$ cat src/rtl/uart_rx_pkg.sv
// Shared constants for the UART receiver: FSM state codes, legal
// oversampling ratios and the mid-bit strobe offset used by both the
// controller and the data sampler.
package uart_rx_pkg;

  localparam logic [2:0] ST_IDLE   = 3'd0;
  localparam logic [2:0] ST_START  = 3'd1;
  localparam logic [2:0] ST_DATA   = 3'd2;
  localparam logic [2:0] ST_PARITY = 3'd3;
  localparam logic [2:0] ST_STOP   = 3'd4;

  localparam int PRESCALE_8  = 8;
  localparam int PRESCALE_16 = 16;
  localparam int PRESCALE_32 = 32;

  // Edge index at which every check/shift strobe fires. The sampler's
  // three-point majority ends at P/2+1, so P/2+2 sees a settled bit.
  function automatic logic [7:0] strobe_edge(input logic [7:0] p);
    return (p >> 1) + 8'd2;
  endfunction

endpackage

$ cat src/rtl/uart_rx_ctrl_if.sv
// Bundle between the receive controller and its datapath neighbours:
// serial line and frame config in, checker results in, strobes and
// counters out.
interface uart_rx_ctrl_if #(
  parameter int PRESCALE_WIDTH = 6,
  parameter int BIT_CNT_WIDTH  = 4
);
  logic                      RX_IN;
  logic                      PAR_EN;
  logic [PRESCALE_WIDTH-1:0] Prescale;
  logic                      strt_glitch;
  logic                      par_err;
  logic                      stp_err;
  logic [PRESCALE_WIDTH-1:0] edge_cnt;
  logic [BIT_CNT_WIDTH-1:0]  bit_cnt;
  logic                      dat_samp_en;
  logic                      deser_en;
  logic                      strt_chk_en;
  logic                      par_chk_en;
  logic                      stp_chk_en;
  logic                      data_valid;
  logic                      frame_err;
  logic                      busy;

  // Controller side.
  modport slave (
    input  RX_IN, PAR_EN, Prescale, strt_glitch, par_err, stp_err,
    output edge_cnt, bit_cnt, dat_samp_en, deser_en, strt_chk_en,
           par_chk_en, stp_chk_en, data_valid, frame_err, busy
  );

  // Line / checker side.
  modport master (
    output RX_IN, PAR_EN, Prescale, strt_glitch, par_err, stp_err,
    input  edge_cnt, bit_cnt, dat_samp_en, deser_en, strt_chk_en,
           par_chk_en, stp_chk_en, data_valid, frame_err, busy
  );
endinterface

$ cat src/rtl/uart_rx_edge_bit_cnt.sv
// Oversample edge counter (0..P-1 per bit) and data-bit counter.
// Bit counter only advances while enabled and sits at 0 otherwise.
module uart_rx_edge_bit_cnt #(
  parameter int DATA_WIDTH     = 8,
  parameter int PRESCALE_WIDTH = 6,
  parameter int BIT_CNT_WIDTH  = 4
) (
  input  logic                      CLK,
  input  logic                      RST,
  input  logic                      i_en,
  input  logic                      i_clr,
  input  logic                      i_bit_en,
  input  logic [PRESCALE_WIDTH-1:0] i_prescale,
  output logic [PRESCALE_WIDTH-1:0] o_edge_cnt,
  output logic [BIT_CNT_WIDTH-1:0]  o_bit_cnt,
  output logic                      o_end_of_bit
);

  logic [PRESCALE_WIDTH-1:0] r_edge_cnt;
  logic [BIT_CNT_WIDTH-1:0]  r_bit_cnt;
  logic                      w_last_edge;
  logic                      w_last_bit;

  assign w_last_edge  = (r_edge_cnt == i_prescale - PRESCALE_WIDTH'(1));
  assign w_last_bit   = (r_bit_cnt == BIT_CNT_WIDTH'(DATA_WIDTH - 1));
  assign o_end_of_bit = i_en && w_last_edge;
  assign o_edge_cnt   = r_edge_cnt;
  assign o_bit_cnt    = r_bit_cnt;

  // Edge counter: wraps at the end of each bit, parked at 0 when cleared.
  always_ff @(posedge CLK or posedge RST) begin
    if (RST)        r_edge_cnt <= '0;
    else if (i_clr) r_edge_cnt <= '0;
    else if (i_en)  r_edge_cnt <= w_last_edge ? '0 : r_edge_cnt + PRESCALE_WIDTH'(1);
  end

  // Bit counter: steps once per bit, wraps to 0 after the last data bit.
  always_ff @(posedge CLK or posedge RST) begin
    if (RST)                     r_bit_cnt <= '0;
    else if (i_clr || !i_bit_en) r_bit_cnt <= '0;
    else if (o_end_of_bit)       r_bit_cnt <= w_last_bit ? '0 : r_bit_cnt + BIT_CNT_WIDTH'(1);
  end

endmodule

$ cat src/rtl/uart_rx_ctrl.sv
// UART receive sequencer: start detect, per-bit strobes to the sampler,
// deserializer and checkers, and end-of-frame data_valid / frame_err.
module uart_rx_ctrl
  import uart_rx_pkg::*;
#(
  parameter int DATA_WIDTH     = 8,
  parameter int PRESCALE_WIDTH = 6,
  parameter int BIT_CNT_WIDTH  = 4
) (
  input  logic          CLK,
  input  logic          RST,
  uart_rx_ctrl_if.slave bus
);

  logic [2:0]                r_state;
  logic [2:0]                w_nxt_state;
  logic [PRESCALE_WIDTH-1:0] r_prescale;
  logic                      r_par_en;
  logic                      r_err_sticky;
  logic                      r_data_valid;
  logic                      r_frame_err;

  logic [PRESCALE_WIDTH-1:0] w_edge_cnt;
  logic [PRESCALE_WIDTH-1:0] w_strb_edge;
  logic [BIT_CNT_WIDTH-1:0]  w_bit_cnt;
  logic                      w_idle;
  logic                      w_start_det;
  logic                      w_eob;
  logic                      w_at_strb;
  logic                      w_last_bit;
  logic                      w_frame_bad;
  logic                      w_frame_end;

  assign w_idle      = (r_state == ST_IDLE);
  assign w_start_det = w_idle && !bus.RX_IN;
  assign w_strb_edge = PRESCALE_WIDTH'(strobe_edge(8'(r_prescale)));
  assign w_at_strb   = (w_edge_cnt == w_strb_edge);
  assign w_last_bit  = (w_bit_cnt == BIT_CNT_WIDTH'(DATA_WIDTH - 1));
  assign w_frame_bad = bus.stp_err | r_err_sticky;
  assign w_frame_end = (r_state == ST_STOP) && w_eob;

  uart_rx_edge_bit_cnt #(
    .DATA_WIDTH    (DATA_WIDTH),
    .PRESCALE_WIDTH(PRESCALE_WIDTH),
    .BIT_CNT_WIDTH (BIT_CNT_WIDTH)
  ) u_cnt (
    .CLK         (CLK),
    .RST         (RST),
    .i_en        (!w_idle),
    .i_clr       (w_idle),
    .i_bit_en    (r_state == ST_DATA),
    .i_prescale  (r_prescale),
    .o_edge_cnt  (w_edge_cnt),
    .o_bit_cnt   (w_bit_cnt),
    .o_end_of_bit(w_eob)
  );

  // Next-state: every transition out of a frame state happens at end of bit.
  always_comb begin
    w_nxt_state = r_state;
    case (r_state)
      ST_IDLE:   if (!bus.RX_IN) w_nxt_state = ST_START;
      ST_START:  if (w_eob) w_nxt_state = bus.strt_glitch ? ST_IDLE : ST_DATA;
      ST_DATA:   if (w_eob && w_last_bit) w_nxt_state = r_par_en ? ST_PARITY : ST_STOP;
      ST_PARITY: if (w_eob) w_nxt_state = ST_STOP;
      ST_STOP:   if (w_eob) w_nxt_state = ST_IDLE;
      default:   w_nxt_state = ST_IDLE;
    endcase
  end

  // State register.
  always_ff @(posedge CLK or posedge RST) begin
    if (RST) r_state <= ST_IDLE;
    else     r_state <= w_nxt_state;
  end

  // Frame config is captured at start detect so mid-frame input changes are ignored.
  always_ff @(posedge CLK or posedge RST) begin
    if (RST) begin
      r_prescale <= '0;
      r_par_en   <= 1'b0;
    end else if (w_start_det) begin
      r_prescale <= bus.Prescale;
      r_par_en   <= bus.PAR_EN;
    end
  end

  // Parity error is remembered so the stop bit is still checked before reporting.
  always_ff @(posedge CLK or posedge RST) begin
    if (RST)                                              r_err_sticky <= 1'b0;
    else if (w_idle)                                      r_err_sticky <= 1'b0;
    else if ((r_state == ST_PARITY) && w_eob && bus.par_err) r_err_sticky <= 1'b1;
  end

  // End-of-frame result pulses, visible in the first IDLE cycle.
  always_ff @(posedge CLK or posedge RST) begin
    if (RST) begin
      r_data_valid <= 1'b0;
      r_frame_err  <= 1'b0;
    end else begin
      r_data_valid <= w_frame_end && !w_frame_bad;
      r_frame_err  <= w_frame_end &&  w_frame_bad;
    end
  end

  assign bus.edge_cnt    = w_edge_cnt;
  assign bus.bit_cnt     = w_bit_cnt;
  assign bus.dat_samp_en = !w_idle;
  assign bus.busy        = !w_idle;
  assign bus.strt_chk_en = (r_state == ST_START)  && w_at_strb;
  assign bus.deser_en    = (r_state == ST_DATA)   && w_at_strb;
  assign bus.par_chk_en  = (r_state == ST_PARITY) && w_at_strb;
  assign bus.stp_chk_en  = (r_state == ST_STOP)   && w_at_strb;
  assign bus.data_valid  = r_data_valid;
  assign bus.frame_err   = r_frame_err;

endmodule

$ cat src/flat_wrapper.sv
// flat-port wrapper written by rule: the top's interface ports become plain ports
module uart_rx_ctrl_flat import uart_rx_pkg::*;
#(
  parameter int DATA_WIDTH     = 8,
  parameter int PRESCALE_WIDTH = 6,
  parameter int BIT_CNT_WIDTH  = 4
)
  (CLK, RST, bus_RX_IN, bus_PAR_EN, bus_Prescale, bus_strt_glitch, bus_par_err, bus_stp_err, bus_edge_cnt, bus_bit_cnt, bus_dat_samp_en, bus_deser_en, bus_strt_chk_en, bus_par_chk_en, bus_stp_chk_en, bus_data_valid, bus_frame_err, bus_busy);
  uart_rx_ctrl_if #(.PRESCALE_WIDTH(PRESCALE_WIDTH), .BIT_CNT_WIDTH(BIT_CNT_WIDTH)) bus_i ();
  input  logic CLK;
  input  logic RST;
  input wire logic [$bits(bus_i.RX_IN)-1:0] bus_RX_IN;
  input wire logic [$bits(bus_i.PAR_EN)-1:0] bus_PAR_EN;
  input wire logic [$bits(bus_i.Prescale)-1:0] bus_Prescale;
  input wire logic [$bits(bus_i.strt_glitch)-1:0] bus_strt_glitch;
  input wire logic [$bits(bus_i.par_err)-1:0] bus_par_err;
  input wire logic [$bits(bus_i.stp_err)-1:0] bus_stp_err;
  output wire logic [$bits(bus_i.edge_cnt)-1:0] bus_edge_cnt;
  output wire logic [$bits(bus_i.bit_cnt)-1:0] bus_bit_cnt;
  output wire logic [$bits(bus_i.dat_samp_en)-1:0] bus_dat_samp_en;
  output wire logic [$bits(bus_i.deser_en)-1:0] bus_deser_en;
  output wire logic [$bits(bus_i.strt_chk_en)-1:0] bus_strt_chk_en;
  output wire logic [$bits(bus_i.par_chk_en)-1:0] bus_par_chk_en;
  output wire logic [$bits(bus_i.stp_chk_en)-1:0] bus_stp_chk_en;
  output wire logic [$bits(bus_i.data_valid)-1:0] bus_data_valid;
  output wire logic [$bits(bus_i.frame_err)-1:0] bus_frame_err;
  output wire logic [$bits(bus_i.busy)-1:0] bus_busy;
  assign bus_i.RX_IN = bus_RX_IN;
  assign bus_i.PAR_EN = bus_PAR_EN;
  assign bus_i.Prescale = bus_Prescale;
  assign bus_i.strt_glitch = bus_strt_glitch;
  assign bus_i.par_err = bus_par_err;
  assign bus_i.stp_err = bus_stp_err;
  assign bus_edge_cnt = bus_i.edge_cnt;
  assign bus_bit_cnt = bus_i.bit_cnt;
  assign bus_dat_samp_en = bus_i.dat_samp_en;
  assign bus_deser_en = bus_i.deser_en;
  assign bus_strt_chk_en = bus_i.strt_chk_en;
  assign bus_par_chk_en = bus_i.par_chk_en;
  assign bus_stp_chk_en = bus_i.stp_chk_en;
  assign bus_data_valid = bus_i.data_valid;
  assign bus_frame_err = bus_i.frame_err;
  assign bus_busy = bus_i.busy;
  uart_rx_ctrl #(.DATA_WIDTH(DATA_WIDTH), .PRESCALE_WIDTH(PRESCALE_WIDTH), .BIT_CNT_WIDTH(BIT_CNT_WIDTH)) u_core (.CLK(CLK), .RST(RST), .bus(bus_i));
endmodule
$ cat config.mk
export PLATFORM = sky130hd
export DESIGN_NAME = uart_rx_ctrl_flat
export DESIGN_NICKNAME = d
export VERILOG_FILES = /design/src/rtl/uart_rx_pkg.sv /design/src/rtl/uart_rx_ctrl_if.sv /design/src/rtl/uart_rx_edge_bit_cnt.sv /design/src/rtl/uart_rx_ctrl.sv /design/src/flat_wrapper.sv
export SDC_FILE = /design/constraint.sdc
export NUM_CORES = 1
export LEC_CHECK = 0
export ABC_CLOCK_PERIOD_IN_PS = 3850
export BUFFER_PORTS_ARGS = -buffer_cell sky130_fd_sc_hd__buf_2
export CORE_ASPECT_RATIO = 0.7
export CORE_MARGIN = 4
export CORE_UTILIZATION = 55
export CTS_CLUSTER_SIZE = 24
export DETAILED_ROUTE_END_ITERATION = 16
export MAX_ROUTING_LAYER = met4
export PLACE_DENSITY = 0.78
export SYNTH_ARGS = -nofsm -noshare
export SYNTH_HDL_FRONTEND = slang
export SYNTH_HIERARCHICAL = 1
export SYNTH_SLANG_ARGS = --single-unit
export TNS_END_PERCENT = 10
$ cat constraint.sdc
create_clock -name CLK -period 3.85 [get_ports CLK]
set_clock_uncertainty 0.1 [all_clocks]
set_input_delay 0.77 -clock CLK [delete_from_list [all_inputs] [get_ports CLK]]
set_output_delay 0.77 -clock CLK [all_outputs]
set_load 0.01 [all_outputs]
==> impl_metrics.csv <==
group,metric,value,unit
outcome,run_status,"finished clean",
layout,most_common_library_cell_in_the_layout_ignoring_fill_and_taps,"sky130_fd_sc_hd__buf_2",
global_routing,grt_pass1_vias,1272,
sta,slew_headroom,55.21,%
clock_tree,cts_tree,"yes",
synth,post_synth_num_cell_types,50,
worst_setup_path,cp-endpoint,"bus_strt_chk_en",
synth,synth.yosys.warnings,6,
sta,layout_worst_path_cycle_share,74.60,%
detailed_routing,route.detailed.vias_per_inst,6.013,
clock_tree,cts.reportedPaths.clkPinSlew,0.08,ns
sta,fmaxAchievable,348.2,MHz
place,placement.io_buffers,30,
worst_setup_path,crit-reg2reg-capture,"u_core/r_state[1]",
clock_tree,post-cts-setup-buffer-count,0,
synth,synth.net_count,182,
detailed_routing,route.vias.total,1365,
power_and_ir_drop,cellLeakagePower,0.0007754,uW
die,std_cell_rows,15,
clock_tree,post_cts.resized_instances,0,
layout,antenna_cells_inserted,0,
worst_setup_path,r2r_setup_slack,0.99,ns
worst_setup_path,critical_path_required,2.98,ns
power_and_ir_drop,power.density,762.0,nW/um^2
job,max-cap-violations,0,
synth,seq_area_frac_synth,37.04,%
die,chipWidth,71.53,microns
detailed_routing,routedWlPerCell,15.96,microns
detailed_routing,drt.antenna.violating_nets,0,
layout,post_route_cells_drive_above_1_share,26.42,%
clock_tree,cts.htree.levels,1,
synth,synth_enable_flop_cells,0,
layout,ff_latch_area,575.6,sq um
sta,period_minus_slack,2.872,ns
worst_setup_path,path_cells,"ha_1 -> or2_2 -> o22ai_1 -> a31oi_1 -> nor3_1 -> buf_2",
synth,syn_avg_cell_area,9.418,sq um
layout,utilization,68.66,%
layout,n_fill_cell,213,
clock_tree,clkSinkCount,23,
synth,area_share_of_the_largest_cell_type_after_synthesis,37.04,%
clock_tree,clock_latency,0.27,ns
global_routing,grt_first_pass_wirelength,5.940,mm
place,routabilityCongestion,0.9352,
synth,top_post_synthesis_cells_by_area,"sky130_fd_sc_hd__dfrtp_1, sky130_fd_sc_hd__mux2_2, sky130_fd_sc_hd__xnor2_1, sky130_fd_sc_hd__ha_1, sky130_fd_sc_hd__nand2_1",
worst_setup_path,critical-path-slowest-cell,"sky130_fd_sc_hd__dfrtp_1",
hold_path,timing.hold.worst.class,"in2async",
die,pin_count,31,
clock_tree,clock_tree.buffer_depth,2,
layout,area_growth_syn_to_layout,13.61,%
place,dp_hpwl,2.749,mm
detailed_routing,drt_wl_total,3.623,mm
global_routing,grt_start_max_net_pins,16,
die,initial_utilization,60.44,%
die,coreArea,2571,sq um
sta,timing_worst_slew_pin_value,0.6697,ns
sta,totalNegativeSetupSlack,0,ns
worst_setup_path,setup.worst_path.end_class,"primary output",
die,design.die.area,3753,sq um
worst_setup_path,worst_setup_path_start_kind,"flop",
synth,synth_top_area_cell,"sky130_fd_sc_hd__dfrtp_1",
synth,netlist_instances,165,
worst_setup_path,worstSetupStartpoint,"u_core/r_prescale[3]",
layout,multi_input_comb_area,905.9,sq um
detailed_routing,drc_markers,0,
sta,finalSetupViolations,0,
clock_tree,ctsRootBufferMaster,"sky130_fd_sc_hd__clkbuf_8",
clock_tree,cts-buffers-inserted,3,
worst_setup_path,worst_reg2reg_path_length_in_cells,8,
power_and_ir_drop,ir_drop,0.4883,mV
sta,rsz0062_at_grt,"no",
worst_setup_path,critPathMaxStageDelay,0.50,ns
global_routing,grt.total_usage,21.31,%
layout,final_nets,211,
synth,post_synth_instance_area,1554,sq um
synth,synth-async-reset-ratio,100.0,%
worst_setup_path,critical_path_peak_fanout,8,
worst_setup_path,worst-endpoint-arrival,2.00,ns
detailed_routing,first_iter_violations,106,
sta,report.final.hold_viol_count,0,
detailed_routing,first_pass_iters,4,
worst_setup_path,r2r_start,"u_core/r_state[0]",
synth,synth-main-ff-cell,"sky130_fd_sc_hd__dfrtp_1",
global_routing,grt-ovfl-total,0,
sta,final-max-slew-violation-count,0,
worst_setup_path,worstSetupPathType,"reg2out",
synth,synth_seq_cells,23,
layout,final_cell_mix,"sky130_fd_sc_hd__buf_2, sky130_fd_sc_hd__dfrtp_1, sky130_fd_sc_hd__nand2_1",
clock_tree,cts.hold.buffers_added,0,
global_routing,grt_antenna_before_repair,0,
die,die_height,52.47,microns
[routing by layer]
metal	track usage [%]	wire length (microns)
met5	-	0
met4	8.438	39
met3	4.598	278
met2	33.84	1703
met1	26.82	1603
[registers in the layout (all words and copies together), names as in the netlist]
register and cells:
u_core/r_prescale 6, u_core/bus.data_valid 1, u_core/u_cnt/o_edge_cnt 6, u_core/r_err_sticky 1, u_core/r_state 3, u_core/u_cnt/o_bit_cnt 4
u_core/bus.frame_err 1, u_core/r_par_en 1
[area by class of cell]
cell class	count	share of cell area [%]
Clock buffer	3	2.339
Tap cell	34	2.410
Inverter	10	2.126
Timing Repair Buffer	31	8.930
Clock inverter	1	0.2835
Multi-Input combinational cell	125	51.31
Sequential cell	23	32.60
[cells by family (layout without fill, tap and decap cells)]
| kind of cell | count (synthesis) | after routing | synth area share, % |
|---|---|---|---|
| DFF | 23 | 23 | 37.04 |
| AOI/OAI and AO/OA | 32 | 32 | 15.86 |
| adders and majority gates | 4 | 4 | 3.221 |
| xor gates and xnor gates | 12 | 12 | 6.764 |
| and+or+nand+nor | 67 | 67 | 25.44 |
| buffers and inverters | 17 | 45 | 4.670 |
| muxes | 10 | 10 | 7.005 |
[worst min path at each step]
| stage | startpoint | to | slack (ns) | cells after the start |
|---|---|---|---|---|
| after floorplan | u_core/r_err_sticky | u_core/bus.data_valid | 0.34 | 1 |
| after global placement | u_core/r_err_sticky | u_core/bus.data_valid | 0.40 | 1 |
| after detailed placement | u_core/r_err_sticky | u_core/bus.data_valid | 0.37 | 1 |
| after CTS | RST | u_core/u_cnt/o_edge_cnt[5] | 0.39 | 2 |
| after global routing | RST | u_core/u_cnt/o_edge_cnt[5] | 0.41 | 2 |
| final | RST | u_core/u_cnt/o_edge_cnt[5] | 0.38 | 2 |
[where the power goes]
| group | switching, uW | total [uW] | internal [uW] |
|---|---|---|---|
| Sequential | 179 | 503 | 324 |
| Combinational | 364 | 693 | 330 |
| Clock | 76.5 | 149 | 72.3 |
| Total | 619 | 1350 | 726 |
[worst max-delay path, delay by kind of cell (launching register included)]
kind / cells / cell delay, ns
buffers and inverters: 1 / 0.17
AO/OA/AOI/OAI: 2 / 0.23
adder cells (fa/ha/maj): 1 / 0.27
AND/OR/NAND/NOR: 2 / 0.58
flip-flops: 1 / 0.50
[cell usage after synthesis (all sizes together), types with 2 or more instances]
cell type,instances
a21oi,4
nand2,13
nor2,12
a31oi,2
o21ai,10
clkbuf,3
o211ai,3
nor2b,2
nand2b,6
nand4,2
mux2i,3
nand3,5
xnor2,9
ha,4
xor2,3
buf,4
nor3,7
inv,10
mux2,7
o311ai,2
nor4,6
and3,5
o22ai,2
dfrtp,23
[metrics by stage]
step | total power [uW] | hold slack (ns) | setup slack, ns | instances | instance area [sq um]
detailed placement | 1193 | 0.3745 | 1.024 | 223 | 1719
CTS | 1344 | 0.3883 | 0.9781 | 227 | 1765
global placement | 1167 | 0.3961 | 1.174 | 223 | 1719
global route | 1458 | 0.4103 | 0.7704 | 227 | 1765
floorplan | 1017 | 0.3416 | 1.213 | 165 | 1554
finish | 1345 | 0.3805 | 0.9777 | 227 | 1765
Note: power is estimated with default switching activity, not from simulation.
